File: src/rtl/gpio_irq_ctrl.sv
// gpio_irq_ctrl: collects per-pin and aggregate GPIO interrupt handshakes into
// a pending register and serialises eligible pending sources into a single
// interrupt-ID stream. Each ID is presented over valid/ready. The consumer's
// acknowledge clears that source's pending bit.
// Selection is fixed priority (lowest index) or round-robin after the last grant.
// IDW must be wide enough to hold NSRC-1 (2**IDW >= NSRC).
module gpio_irq_ctrl #(
    parameter int NSRC = 9,
    parameter int IDW  = 4
) (
    input  logic            clock,
    input  logic            reset,
    input  logic [NSRC-1:0] ir_valid,
    output logic [NSRC-1:0] ir_ready,
    input  logic [NSRC-1:0] mask,
    input  logic            rr_en,
    output logic            irq_valid,
    input  logic            irq_ready,
    output logic [IDW-1:0]  irq_id,
    output logic [NSRC-1:0] irq_pending
);

    typedef enum logic {
        S_IDLE    = 1'b0,
        S_PRESENT = 1'b1
    } state_t;

    state_t          r_state;
    state_t          w_state_nxt;
    logic [NSRC-1:0] r_pending;
    logic [NSRC-1:0] w_eligible;
    logic [NSRC-1:0] w_set;
    logic [NSRC-1:0] w_clr;
    logic            r_irq_valid;
    logic            w_irq_valid_nxt;
    logic [IDW-1:0]  r_irq_id;
    logic [IDW-1:0]  w_irq_id_nxt;
    logic [IDW-1:0]  r_last_grant;
    logic [IDW-1:0]  w_last_grant_nxt;
    logic [IDW-1:0]  w_winner;
    logic            w_ack;

    // Lowest-index set bit of elig, or 0 when elig is empty.
    function automatic logic [IDW-1:0] f_fixed_pick(input logic [NSRC-1:0] elig);
        logic [IDW-1:0] pick;
        pick = '0;
        for (int k = NSRC - 1; k >= 0; k--) begin
            if (elig[k]) begin
                pick = IDW'(k);
            end
        end
        return pick;
    endfunction

    // First set bit strictly above last, wrapping to the lowest set bit overall.
    function automatic logic [IDW-1:0] f_rr_pick(input logic [NSRC-1:0] elig,
                                                 input logic [IDW-1:0]  last);
        logic [IDW-1:0] pick_hi;
        logic           found_hi;
        int             lg;
        pick_hi  = '0;
        found_hi = 1'b0;
        lg       = int'(last);
        for (int k = NSRC - 1; k >= 0; k--) begin
            if (elig[k] && (k > lg)) begin
                pick_hi  = IDW'(k);
                found_hi = 1'b1;
            end
        end
        return found_hi ? pick_hi : f_fixed_pick(elig);
    endfunction

    // A source can only be accepted while it has nothing outstanding, so a set
    // and a clear never coincide on the same bit.
    assign ir_ready    = ~r_pending;
    assign w_set       = ir_valid & ~r_pending;
    assign w_clr       = w_ack ? (NSRC'(1) << r_irq_id) : '0;
    assign w_eligible  = r_pending & ~mask;
    assign irq_pending = r_pending;
    assign irq_valid   = r_irq_valid;
    assign irq_id      = r_irq_id;

    // Winner selection over the registered eligible set.
    always_comb begin
        w_winner = f_fixed_pick(w_eligible);
        if (rr_en) begin
            w_winner = f_rr_pick(w_eligible, r_last_grant);
        end
    end

    // Next-state logic: grant from IDLE, hold the ID in PRESENT until acknowledged.
    always_comb begin
        w_state_nxt      = r_state;
        w_irq_valid_nxt  = r_irq_valid;
        w_irq_id_nxt     = r_irq_id;
        w_last_grant_nxt = r_last_grant;
        w_ack            = 1'b0;
        case (r_state)
            S_IDLE: begin
                if (|w_eligible) begin
                    w_state_nxt     = S_PRESENT;
                    w_irq_valid_nxt = 1'b1;
                    w_irq_id_nxt    = w_winner;
                end
            end
            S_PRESENT: begin
                if (r_irq_valid && irq_ready) begin
                    w_ack            = 1'b1;
                    w_state_nxt      = S_IDLE;
                    w_irq_valid_nxt  = 1'b0;
                    w_last_grant_nxt = r_irq_id;
                end
            end
            default: begin
                w_state_nxt     = S_IDLE;
                w_irq_valid_nxt = 1'b0;
            end
        endcase
    end

    // FSM and presented-ID registers.
    always_ff @(posedge clock or posedge reset) begin
        if (reset) begin
            r_state      <= S_IDLE;
            r_irq_valid  <= 1'b0;
            r_irq_id     <= '0;
            r_last_grant <= IDW'(NSRC - 1);
        end else begin
            r_state      <= w_state_nxt;
            r_irq_valid  <= w_irq_valid_nxt;
            r_irq_id     <= w_irq_id_nxt;
            r_last_grant <= w_last_grant_nxt;
        end
    end

    // Pending register: set on accepted source handshake, cleared on acknowledge.
    always_ff @(posedge clock or posedge reset) begin
        if (reset) begin
            r_pending <= '0;
        end else begin
            r_pending <= (r_pending | w_set) & ~w_clr;
        end
    end

endmodule

File: config.mk
export PLATFORM = sky130hd
export DESIGN_NAME = gpio_irq_ctrl
export DESIGN_NICKNAME = d
export VERILOG_FILES = /design/src/rtl/gpio_irq_ctrl.sv
export SDC_FILE = /design/constraint.sdc
export NUM_CORES = 1
export LEC_CHECK = 0
export CAP_MARGIN = 20
export CELL_PAD_IN_SITES_DETAIL_PLACEMENT = 1
export CELL_PAD_IN_SITES_GLOBAL_PLACEMENT = 1
export CORE_MARGIN = 1.5
export CORE_UTILIZATION = 34
export DETAILED_ROUTE_END_ITERATION = 16
export PLACE_DENSITY_LB_ADDON = 0.2
export SLEW_MARGIN = 20
export SYNTH_ARGS = -nofsm -noshare
export SYNTH_HDL_FRONTEND = slang
export SYNTH_SLANG_ARGS = --single-unit
File: constraint.sdc
create_clock -name clock -period 4.5 [get_ports clock]
set_input_delay 0.9 -clock clock [delete_from_list [all_inputs] [get_ports clock]]
set_output_delay 0.9 -clock clock [all_outputs]
set_load 0.05 [all_outputs]
After elaboration in Yosys (flattened, before gate mapping)
Index checks and enable logic that the tools add are counted.
Cells by class
  order comparisons: 8
  equal/unequal tests: 2
  shift-type cells: 1
  multiplexer cells: 37
  bitwise operators: 8
  reduce and logical (&&, ||, !) cells: 13
Operators by type and width (count)
  4-bit two-way mux: 19
  9-bit AND: 3
  9-bit NOT: 3
  3-bit by 4-bit greater-than comparator with 1-bit output (first input constant): 4
  1-bit two-way mux: 15
  1-bit logical AND: 9
  9-bit two-way mux: 1
  9-bit bitwise OR: 1
  9-bit OR reduction: 1
  1-bit by 4-bit left shift with 9-bit output (first input constant): 1
  2-bit by 4-bit greater-than comparator with 1-bit output (first input constant): 2
  2-bit AND reduction: 3
  1-bit by 4-bit greater-than comparator with 1-bit output (first input constant): 1
  4-bit greater-than comparator (first input constant): 1
  1-bit one-hot mux with 2 select lines: 2
  2-bit by 1-bit inequality test with 1-bit output (second input constant): 1
  2-bit inequality test (second input constant): 1
  1-bit NOT: 1
Word-level totals
  register bits: 19
  word-level logic and storage cells: 74

Longest topological paths before layout
Gate-level depths: netlist of run 1.
  word-level depth: 14
  depth in mapped cells: 7
  mapped depth without buffers: 6

Worst setup path after synthesis of run 1
OpenSTA, ideal clock, no wires.
  path kind: in2reg
  start: input port mask[2]
  end: register r_irq_id[0], in the netlist irq_id[0]
  library setup time: 118 ps
  data arrival time: 2055 ps
  data required time: 4382 ps
  setup slack: 2327 ps
  stages: 5
  buffers on the path: 0
  cell sequence: or4b_4 -> o22ai_4 -> o311a_1 -> a221oi_2 -> a21o_1
Between the ends
  cells in the longest elaborated chain, start to end: 8
  elaborated cells between the ends (all ways): 15
  classes of those cells: mux (10); bitwise (2); reduce/logical (3)
RTL lines
  start, declared: RTL line 15  | input logic [NSRC-1:0] mask,
  9-bit NOT (*): RTL line 78  | assign w_eligible = r_pending & ~mask;
  9-bit AND (*): RTL line 78
  1-bit logical AND: RTL line 65  | if (elig[k] && (k > lg)) begin
  1-bit two-way mux (2 in series): RTL line 65
  1-bit two-way mux: RTL line 86  | if (rr_en) begin
  4-bit two-way mux: RTL line 70  | return found_hi ? pick_hi : f_fixed_pick(elig);
  4-bit two-way mux: RTL line 86
  end signal, assigned: RTL line 131  | r_irq_id <= w_irq_id_nxt;
  end, declared: RTL line 36  | logic [IDW-1:0] r_irq_id;
Mark *: on every way between the ends. The rest lies on a longest branch, timed or not. The select of a mux whose other input is x is not followed.
A chain may end at the register's enable or synchronous reset.

Final worst setup path of run 1
  start: register r_irq_id[0], in the netlist irq_id[0]
  end: output port irq_id[0]
RTL lines
  end, declared: RTL line 19  | output logic [IDW-1:0] irq_id,
No word-level cell between the ends.

==> key figures, run 1 <==
Synth
  • Syn_area_per_cell: 9.11 sq um
  • Top cells by area, synth: dfrtp_1, nor2_1, inv_1
  • Number of flops mapped to enable cells by yosys: 0
  • Synth top cells by count: dfrtp_1, nor2_1, inv_1
  • Distinct cells, synth: 43
  • Flops & latches, synth: 19
  • Ys async rst share: 100%
  • Syn_nets: 152
  • Top cell type's share of synthesized area: 38.0%
  • Synth Flop Type: dfrtp_1
  • Yosys warns: 0
  • Register area share after synthesis: 40.2%
  • Mapped Area: 1180 sq um
  • Cell taking the most area after synthesis: dfrtp_1
  • Synthesized instance count: 130

Drt
  • Via count: 1152
  • DRT Wirelength: 3.54 mm
  • WL per Instance: 15.9 um
  • Vias per cell: 5.19
  • DRC viols: 0
  • DR iter-0 viols: 45
  • Antenna viol nets, final: 0
  • Drt pass-1 iters: 4

CTS
  • CTS Hold Bufs: 0
  • Clock latency at the later pin of the worst-skew pair: 0.29 ns
  • H-Tree Depth: 1
  • Root buf cell: clkbuf_4
  • Sink Count: 19
  • TritonCTS clock tree: yes
  • Resized cells post-CTS: 0
  • Clk pin slew, worst setup/hold paths: 0.11 ns
  • Post-CTS Setup Bufs: 0
  • Largest buffer count on any clock path: 2
  • CTS Buf Count: 3

Critical path
  • CP max stage delay: 0.87 ns
  • CP Launch Type: register
  • Critical path type: reg -> out
  • Worst R2R Setup Slack: 2.61 ns
  • CP Cell Sequence: clkdlybuf4s50_1
  • Reg2reg path depth: 6
  • Worst flop-to-flop path endpoint: irq_id[0]$_DFFE_PP0P_
  • Top Family by Delay on Critical Path: buffers and inverters
  • Critical Path Sink Type: primary output
  • Worst Path Required: 3.60 ns
  • Crit path max fanout: 9
  • Worst path slowest cell: clkdlybuf4s50_1
  • CP Data Arrival Time: 1.70 ns
  • Crit path buf inv count: 1
  • R2r startpoint: irq_pending[4]$_DFF_PP0_

Placed design
  • HPWL Detailed: 2.86 mm
  • Dpl cells: 218
  • Final GP Congestion: 0.785
  • Port Buffers: 44

Timing
  • Worst Tran Pin Value: 0.706 ns
  • Unrepaired setup endpoints after global routing: no
  • Final hold vios: 0
  • Pins over their slew limit: 0
  • Setup tns final: 0 ns
  • Clk_skew: 0.00625 ns
  • Final setup vio count: 0
  • Tcrit/Tclk final: 57.8%
  • Slew headroom: 52.9%
  • Tmin final: 2.60 ns
  • Fmax: 384 MHz

Die
  • Initial Util: 35.5%
  • Die footprint: 3850 sq um
  • Die Ht: 62.0 um
  • Die Span X: 62.0 um
  • Row Count: 21
  • Core box area: 3340 sq um
  • # IOs: 45

Global routing
  • Tot GR Track Use: 20.7%
  • Initial antenna violation count: 0
  • Vias in the first global route: 1228
  • Gr ovfl total: 0
  • Largest net degree at the start of global routing: 20
  • First-pass GRT wire length: 5.79 mm

Cells and area
  • Fin nets: 199
  • Final Instance Count excl. Fillers: 222
  • Post-layout util: 50.9%
  • Share of layout cells above drive strength 1: 7.95%
  • Syn-to-layout area delta: 43.3%
  • Ant diodes: 0

Worst hold path
  • Hold Path Depth: 1
  • Hold Path Sink: irq_valid$_DFFE_PP0P_
  • Tightest Hold Check Type: reg -> reg
  • Start point of the worst hold path: r_state$_DFF_PP0_

Pwr
  • Power per standard cell area: 482 nW/um^2
  • Design Power: 818 uW
  • Static leakage: 0.000736 uW
  • Max VDD drop: 0.252 mV

Job
  • Max Cap Viol: 0

Outcome
  • Run status: finished, final reports clean
## metal layers
metal | GRT usage [%] | part of all wire [%]
met1 | 27.6 | 44
met2 | 33.9 | 51
met3 | 3.31 | 3.7
met4 | 7.29 | 0.99
met5 | 0 | 0
## layout by cell type, fill, tap and decap left out, types with 2 or more instances in the layout
master           netlist  routed
nand2b_1               7       7
nor2_1                18      18
a31oi_1                5       5
nor2b_1                5       5
o22a_1                 2       2
dfrtp_1               18      18
a21oi_1                9       9
mux2_2                 2       2
o21ai_0                5       5
clkdlybuf4s50_1        0      44
inv_1                 13      13
nand3_1                3       3
nor3_1                 3       3
nand3b_4               2       2
clkbuf_4               0       3
nand2_1                9       9
## worst max-delay path by stage
stage,from,cells after the start,slack [ns],to
floorplan,mask[2],5,2.33,irq_id[0]$_DFFE_PP0P_
finish,irq_id[0]$_DFFE_PP0P_,1,1.90,irq_id[0]
detailed placement,mask[4],7,1.78,irq_id[0]$_DFFE_PP0P_
global route,irq_id[0]$_DFFE_PP0P_,1,1.83,irq_id[0]
global placement,mask[5],7,1.80,irq_id[0]$_DFFE_PP0P_
CTS,irq_id[0]$_DFFE_PP0P_,1,1.89,irq_id[0]
## stage by stage
step / setup WS (ns) / hold WS, ns / cell area, sq um
2_1_floorplan: 2.33 / 0.493 / 1180
3_3_place_gp: 1.80 / 0.546 / 1670
3_5_place_dp: 1.78 / 0.567 / 1670
4_1_cts: 1.89 / 0.584 / 1700
5_1_grt: 1.83 / 0.609 / 1700
6_report: 1.90 / 0.589 / 1700
## where the power goes
part | internal (uW) | total [uW] | switching (uW)
sequential | 214 | 297 | 83.1
combinational | 167 | 437 | 270
clock | 34.4 | 84.0 | 49.6
total | 416 | 818 | 402
## sequential cells by signal, indices dropped and copies added (netlist names)
name	cells
r_state	1
r_last_grant	4
irq_valid	1
irq_id	4
irq_pending	9
## cell families after synthesis
logic type | count (synthesis) | share of synthesized area (%)
AOI/OAI and AO/OA | 36 | 23.3
and+or+nand+nor | 57 | 28.6
muxes | 3 | 2.75
buffers and inverters | 15 | 5.07
DFF | 19 | 40.2
## area by class of cell
cell class / count / area, sq um
Fill cell: 423 / 1640
Multi-Input combinational cell: 96 / 648
Sequential cell: 19 / 477
Timing Repair Buffer: 44 / 440
Tap cell: 46 / 57.6
Inverter: 13 / 48.8
Clock buffer: 4 / 26.3
Note: power is estimated with default switching activity, not from simulation.
==> run 2: changes to the inputs <==
--- a/config.mk
+++ b/config.mk
@@ -9,7 +9,7 @@
 export CELL_PAD_IN_SITES_DETAIL_PLACEMENT = 1
 export CELL_PAD_IN_SITES_GLOBAL_PLACEMENT = 1
 export CORE_MARGIN = 1.5
-export CORE_UTILIZATION = 34
+export CORE_UTILIZATION = 32
 export DETAILED_ROUTE_END_ITERATION = 16
 export PLACE_DENSITY_LB_ADDON = 0.2
 export SLEW_MARGIN = 20
==> constraint.sdc (replaced) <==
create_clock -name clock -period 2.5 [get_ports clock]
set_input_delay 0.5 -clock clock [delete_from_list [all_inputs] [get_ports clock]]
set_output_delay 0.5 -clock clock [all_outputs]
set_load 0.05 [all_outputs]
==> key figures, run 2 (same netlist as run 1, synthesis figures left out) <==
Critical path
  • CP Data Arrival Time: 1.65 ns (-0.05 ns)
  • Worst path slowest cell: clkdlybuf4s50_1
  • Critical Path Sink Type: primary output
  • CP Cell Sequence: clkdlybuf4s50_1
  • CP Launch Type: register
  • Crit. Startpoint: irq_id[0]$_DFFE_PP0P_
  • Worst Path Required: 2.00 ns (-1.60 ns)
  • Crit path max fanout: 9 (unchanged)
  • R2r startpoint: irq_pending[4]$_DFF_PP0_
  • Critical path type: reg -> out
  • Crit path buf inv count: 1 (unchanged)
  • Top Family by Delay on Critical Path: buffers and inverters
  • CP max stage delay: 0.87 ns (about the same)

Drt
  • Routed wl met3: 107 um (-19%)
  • DRC viols: 0 (unchanged)
  • DRT Wirelength: 3.52 mm (-0.45%)
  • Via count: 1160 (+0.69%)
  • Drt pass-1 iters: 4 (unchanged)
  • DR iter-0 viols: 69 (+53%)
  • Top sig layer: met4
  • Vias per cell: 5.20 (+0.24%)
  • Routed wl met2: 1.82 mm (+0.66%)
  • WL per Instance: 15.8 um (-0.90%)
  • Antenna viol nets, final: 0 (unchanged)
  • Wl on met1: 1.57 mm (+0.45%)

Die
  • Die footprint: 4080 sq um (+5.9%)
  • Row Count: 21 (unchanged)
  • Die Ht: 63.9 um (+2.9%)
  • # IOs: 45 (unchanged)
  • Die Span X: 63.9 um (+2.9%)
  • Initial Util: 34.4% (-1.1 points)
  • Core box area: 3440 sq um (+3.1%)

Global routing
  • Initial antenna violation count: 0 (unchanged)
  • Tot GR Track Use: 18.7% (-2.0 points)
  • Vias in the first global route: 1257 (+2.4%)
  • Gr ovfl total: 0 (unchanged)
  • First-pass GRT wire length: 5.93 mm (+2.4%)
  • Largest net degree at the start of global routing: 20 (unchanged)

Cells and area
  • Syn-to-layout area delta: 45.6%
  • Most frequent cells in the layout: clkdlybuf4s50_1, nor2_1, dfrtp_1
  • # fillers: 417 (-1.4%)
  • Largest register FFs: 9 (unchanged)
  • Share of layout cells above drive strength 1: 9.04% (+1.1 points)
  • Most common cell after layout, fill and taps aside: clkdlybuf4s50_1
  • Fin nets: 200 (+0.50%)
  • Ant diodes: 0 (unchanged)

Worst hold path
  • Start point of the worst hold path: irq_pending[3]$_DFF_PP0_
  • Tightest Hold Check Type: reg -> reg

CTS
  • Largest buffer count on any clock path: 2 (unchanged)
  • Resized cells post-CTS: 0 (unchanged)
  • Clk pin slew, worst setup/hold paths: 0.07 ns (-0.04 ns)
  • Sink Count: 19 (unchanged)
  • Clock latency at the later pin of the worst-skew pair: 0.25 ns (-0.04 ns)
  • CTS Buf Count: 3 (unchanged)
  • CTS Hold Bufs: 0 (unchanged)
  • H-Tree Depth: 1 (unchanged)
  • Root buf cell: clkbuf_8
  • Post-CTS Setup Bufs: 0 (unchanged)
  • TritonCTS clock tree: yes

Timing
  • Unrepaired setup endpoints after global routing: no
  • Fmax: 464 MHz
  • Worst Tran Pin Value: 0.719 ns (+0.0130 ns)
  • Final setup vio count: 0 (unchanged)
  • Tmin final: 2.15 ns
  • Final worst slack: 0.345 ns (-1.55 ns)
  • Setup tns final: 0 ns (unchanged)
  • Final hold vios: 0 (unchanged)
  • Clk_skew: 0.00190 ns (-0.00435 ns)
  • Slew headroom: 52.0% (-0.87 points)
  • Tcrit/Tclk final: 86.2%
  • Pins over their slew limit: 0 (unchanged)

Job
  • Max Cap Viol: 0 (unchanged)

Placed design
  • HPWL Detailed: 2.90 mm (+1.4%)
  • Post-placement worst setup slack: 0.119 ns (-1.66 ns)
  • Port Buffers: 44 (unchanged)
  • Final GP Congestion: 0.805 (+2.6%)

Pwr
  • Static leakage: 0.000751 uW (+2.0%)
  • Power per standard cell area: 886 nW/um^2 (+84%)
  • Max VDD drop: 0.512 mV (+100%)

Outcome
  • Run status: finished, final reports clean
## run 2: stage by stage
stage	hold slack, ns	utilization, %	instances	total power [uW]	instance area (sq um)
after floorplan	0.450	-	130	1070	1180
after global placement	0.549	48.8	219	1300	1680
after detailed placement	0.573	48.8	219	1330	1680
after CTS	0.586	50.1	223	1540	1730
after global routing	0.629	50.1	223	1630	1730
final	0.583	50.1	223	1530	1730
## run 2: final timing paths
check / endpoint / slack [ns] / cells past startpoint
max reg2reg: irq_id[0]$_DFFE_PP0P_ / 0.57 / 6
min reg2reg: irq_pending[3]$_DFF_PP0_ / 0.58 / 1
max: irq_id[0] / 0.35 / 1
min: irq_pending[3]$_DFF_PP0_ / 0.58 / 1
min in group asynchronous: irq_pending[3]$_DFF_PP0_ / 0.67 / 2
max in group asynchronous: irq_id[3]$_DFFE_PP0P_ / 1.38 / 2
## run 2: report_power, final
group	total [uW]	switching, uW	internal (uW)	leakage, uW
combinational	788	485	303	0.000525
sequential	536	150	385	0.000201
clock	206	95.3	110	0.0000255
total	1530	730	799	0.000751
## run 2: cell type report
cell class | count | area (sq um) | share of cell area (%)
repair buffers | 45 | 448 | 26.0
flip-flops and latches | 19 | 477 | 27.6
multi-input cells | 96 | 648 | 37.6
well taps | 46 | 57.6 | 3.34
inverters | 13 | 48.8 | 2.83
clock inverters | 1 | 5.00 | 0.290
clock buffers | 3 | 41.3 | 2.39
## run 2: layer usage
layer / up-vias / track usage [%]
met1: 571 / 23.7
met5: - / 0
met3: 2 / 1.94
li1: 559 / -
met2: 28 / 32.9
met4: 0 / 6.25
==> variant, RTL diff (config.mk and constraints of run 2) <==
Change the parameter `NSRC` from 9 to 18.
--- a/src/rtl/gpio_irq_ctrl.sv
+++ b/src/rtl/gpio_irq_ctrl.sv
@@ -5,7 +5,7 @@
 // Selection is fixed priority (lowest index) or round-robin after the last grant.
 // IDW must be wide enough to hold NSRC-1 (2**IDW >= NSRC).
 module gpio_irq_ctrl #(
-    parameter int NSRC = 9,
+    parameter int NSRC = 18,
     parameter int IDW  = 4
 ) (
     input  logic            clock,
Ports: changed (resized ir_ready, ir_valid, irq_pending and mask); port bits go from 45 to 81. No check against the original RTL was run, so the function may have changed too.
==> variant against run 2 <==
Combinational power shrank 77%; routed wire length increased by 110%; total power is 41% lower; non-clock buffer count is 67 higher; hold slack got worse by 0.059 ns; cell area up 74%; worst setup slack worse by 0.26 ns; count of clock-buffer cells in the layout increased by 1; maximum frequency down 11%; critical path depth up 5; clock skew is 0.0041 ns higher; register-to-register slack got worse by 0.49 ns; synthesized area increased by 58%; sequential cell count rose by 9; critical path type is now flip-flop to flip-flop; critical endpoint is now irq_id[1]; largest cell class is now buffers.
==> variant: results (changes against run 2) <==
- The total cell area at the placement stage is 0.002952 sq mm (+76%).
- The wire length of the first global-routing pass is 11.41 mm (+92%).
- The standby leakage power came to 0.001318 uW (+75%).
- The actual transition at the worst max-transition pin is 0.5825 ns (-0.1368 ns).
- The count of cell types in the netlist is 52 (+21%).
- The layout cell share with drive strength beyond 1 is 13.95% (+4.9 points).
- The buffers inserted during post-CTS setup optimization came to 0 (unchanged).
- The global-route track usage on met1 was 33.52% (+9.9 points).
- The gate family responsible for the most delay along the worst path is simple AND/OR/NAND/NOR gates.
- The mean area per synthesized cell came to 8.174 sq um (-10%).
- The wire length the detailed router placed on met1 is 3.486 mm (+120%).
- The share of the synthesized area in compound gates (AO/OA/AOI/OAI) is 24.40% (+1.1 points).
- The largest fanout on the critical path was 14 (+5).
- The insertion delay to the later sink of the worst-skew pair is 0.28 ns (+0.03 ns).
- The combined global-route utilization of all metal layers is 24.04% (+5.3 points).
- The total number of vias was 2,143 (+85%).
- The met3 track utilization from global routing was 2.514% (+0.58 points).
- The clock transition time at the flip-flop clock pins of the worst setup and hold paths came to 0.10 ns (+0.03 ns).
- The terminating pin of the worst hold path is irq_pending[17].
- The detailed route wirelength on metal3 is 277 microns (+160%).
- The number of flip-flops under the largest register name is 18 (+9).
- The net count of the finished layout is 378 (+89%).
- The highest cell delay on the worst timing path is 0.72 ns (-0.15 ns).
- The largest clock skew in the final design was 0.006017 ns (+0.004115 ns).
- The number of cells in the design after placement is 405 (+85%).
- Counting instances in the post-synthesis netlist gives the leading cell types as sky130_fd_sc_hd__nor2_1, sky130_fd_sc_hd__dfrtp_1, sky130_fd_sc_hd__inv_1.
- The total nets after synthesis is 269 (+77%).
- The violation count after the first detailed-route iteration is 109 (+58%).
- The wire length on met2 is 3.457 mm (+90%).
- The worst hold path begins at irq_pending[17].
- The met2 track utilization from global routing came to 38.98% (+6.0 points).
- The data arrival at the endpoint of the critical path came to 2.57 ns (+0.92 ns).
- The tightest hold margin is 0.5247 ns (-0.05871 ns).
- The peak supply drop came to 0.2294 mV (-55%).
- The pin count of the biggest net entering global routing is 29 (+45%).
- The startpoint identified for the worst register-to-register timing path is r_last_grant[2].
- The run finished with clean final reports.
- The number of port buffers was 80 (+82%).
- The estimated wirelength of the detail-placed design is 6.017 mm (+110%).
- The global placer's final weighted congestion is 0.9182 (+14%).
- The endpoint of the worst register-to-register path is irq_id[1].
- Ranked by total cell area, the synthesized netlist is headed by sky130_fd_sc_hd__dfrtp_1, sky130_fd_sc_hd__nor2_1, sky130_fd_sc_hd__nor2b_1.
## variant: worst max path at each step
stage / slack (ns) / to / from / cells past startpoint
2_1_floorplan: 0.09 / irq_id[2] / irq_pending[7] / 6
3_3_place_gp: -0.09 / irq_id[1] / mask[5] / 7
3_5_place_dp: -0.17 / irq_id[1] / mask[5] / 7
4_1_cts: 0.15 / irq_id[1] / r_last_grant[2] / 6
5_1_grt: 0.03 / irq_id[0] / mask[5] / 7
6_report: 0.08 / irq_id[1] / r_last_grant[2] / 6
## variant: cell type report
type | count | area [sq um]
Multi-Input combinational cell | 170 | 1032
Tap cell | 72 | 90.09
Sequential cell | 28 | 701.9
Timing Repair Buffer | 112 | 1041
Clock buffer | 4 | 45.04
Inverter | 23 | 86.33
Fill cell | 687 | 2577
## variant: report_power, final
| part | internal, uW | switching [uW] | leakage [uW] | total (uW) |
|---|---|---|---|---|
| sequential | 453 | 0.000000000000788 | 0.000288 | 453 |
| clock | 115 | 150 | 0.0000228 | 265 |
| combinational | 103 | 77.8 | 0.00101 | 181 |
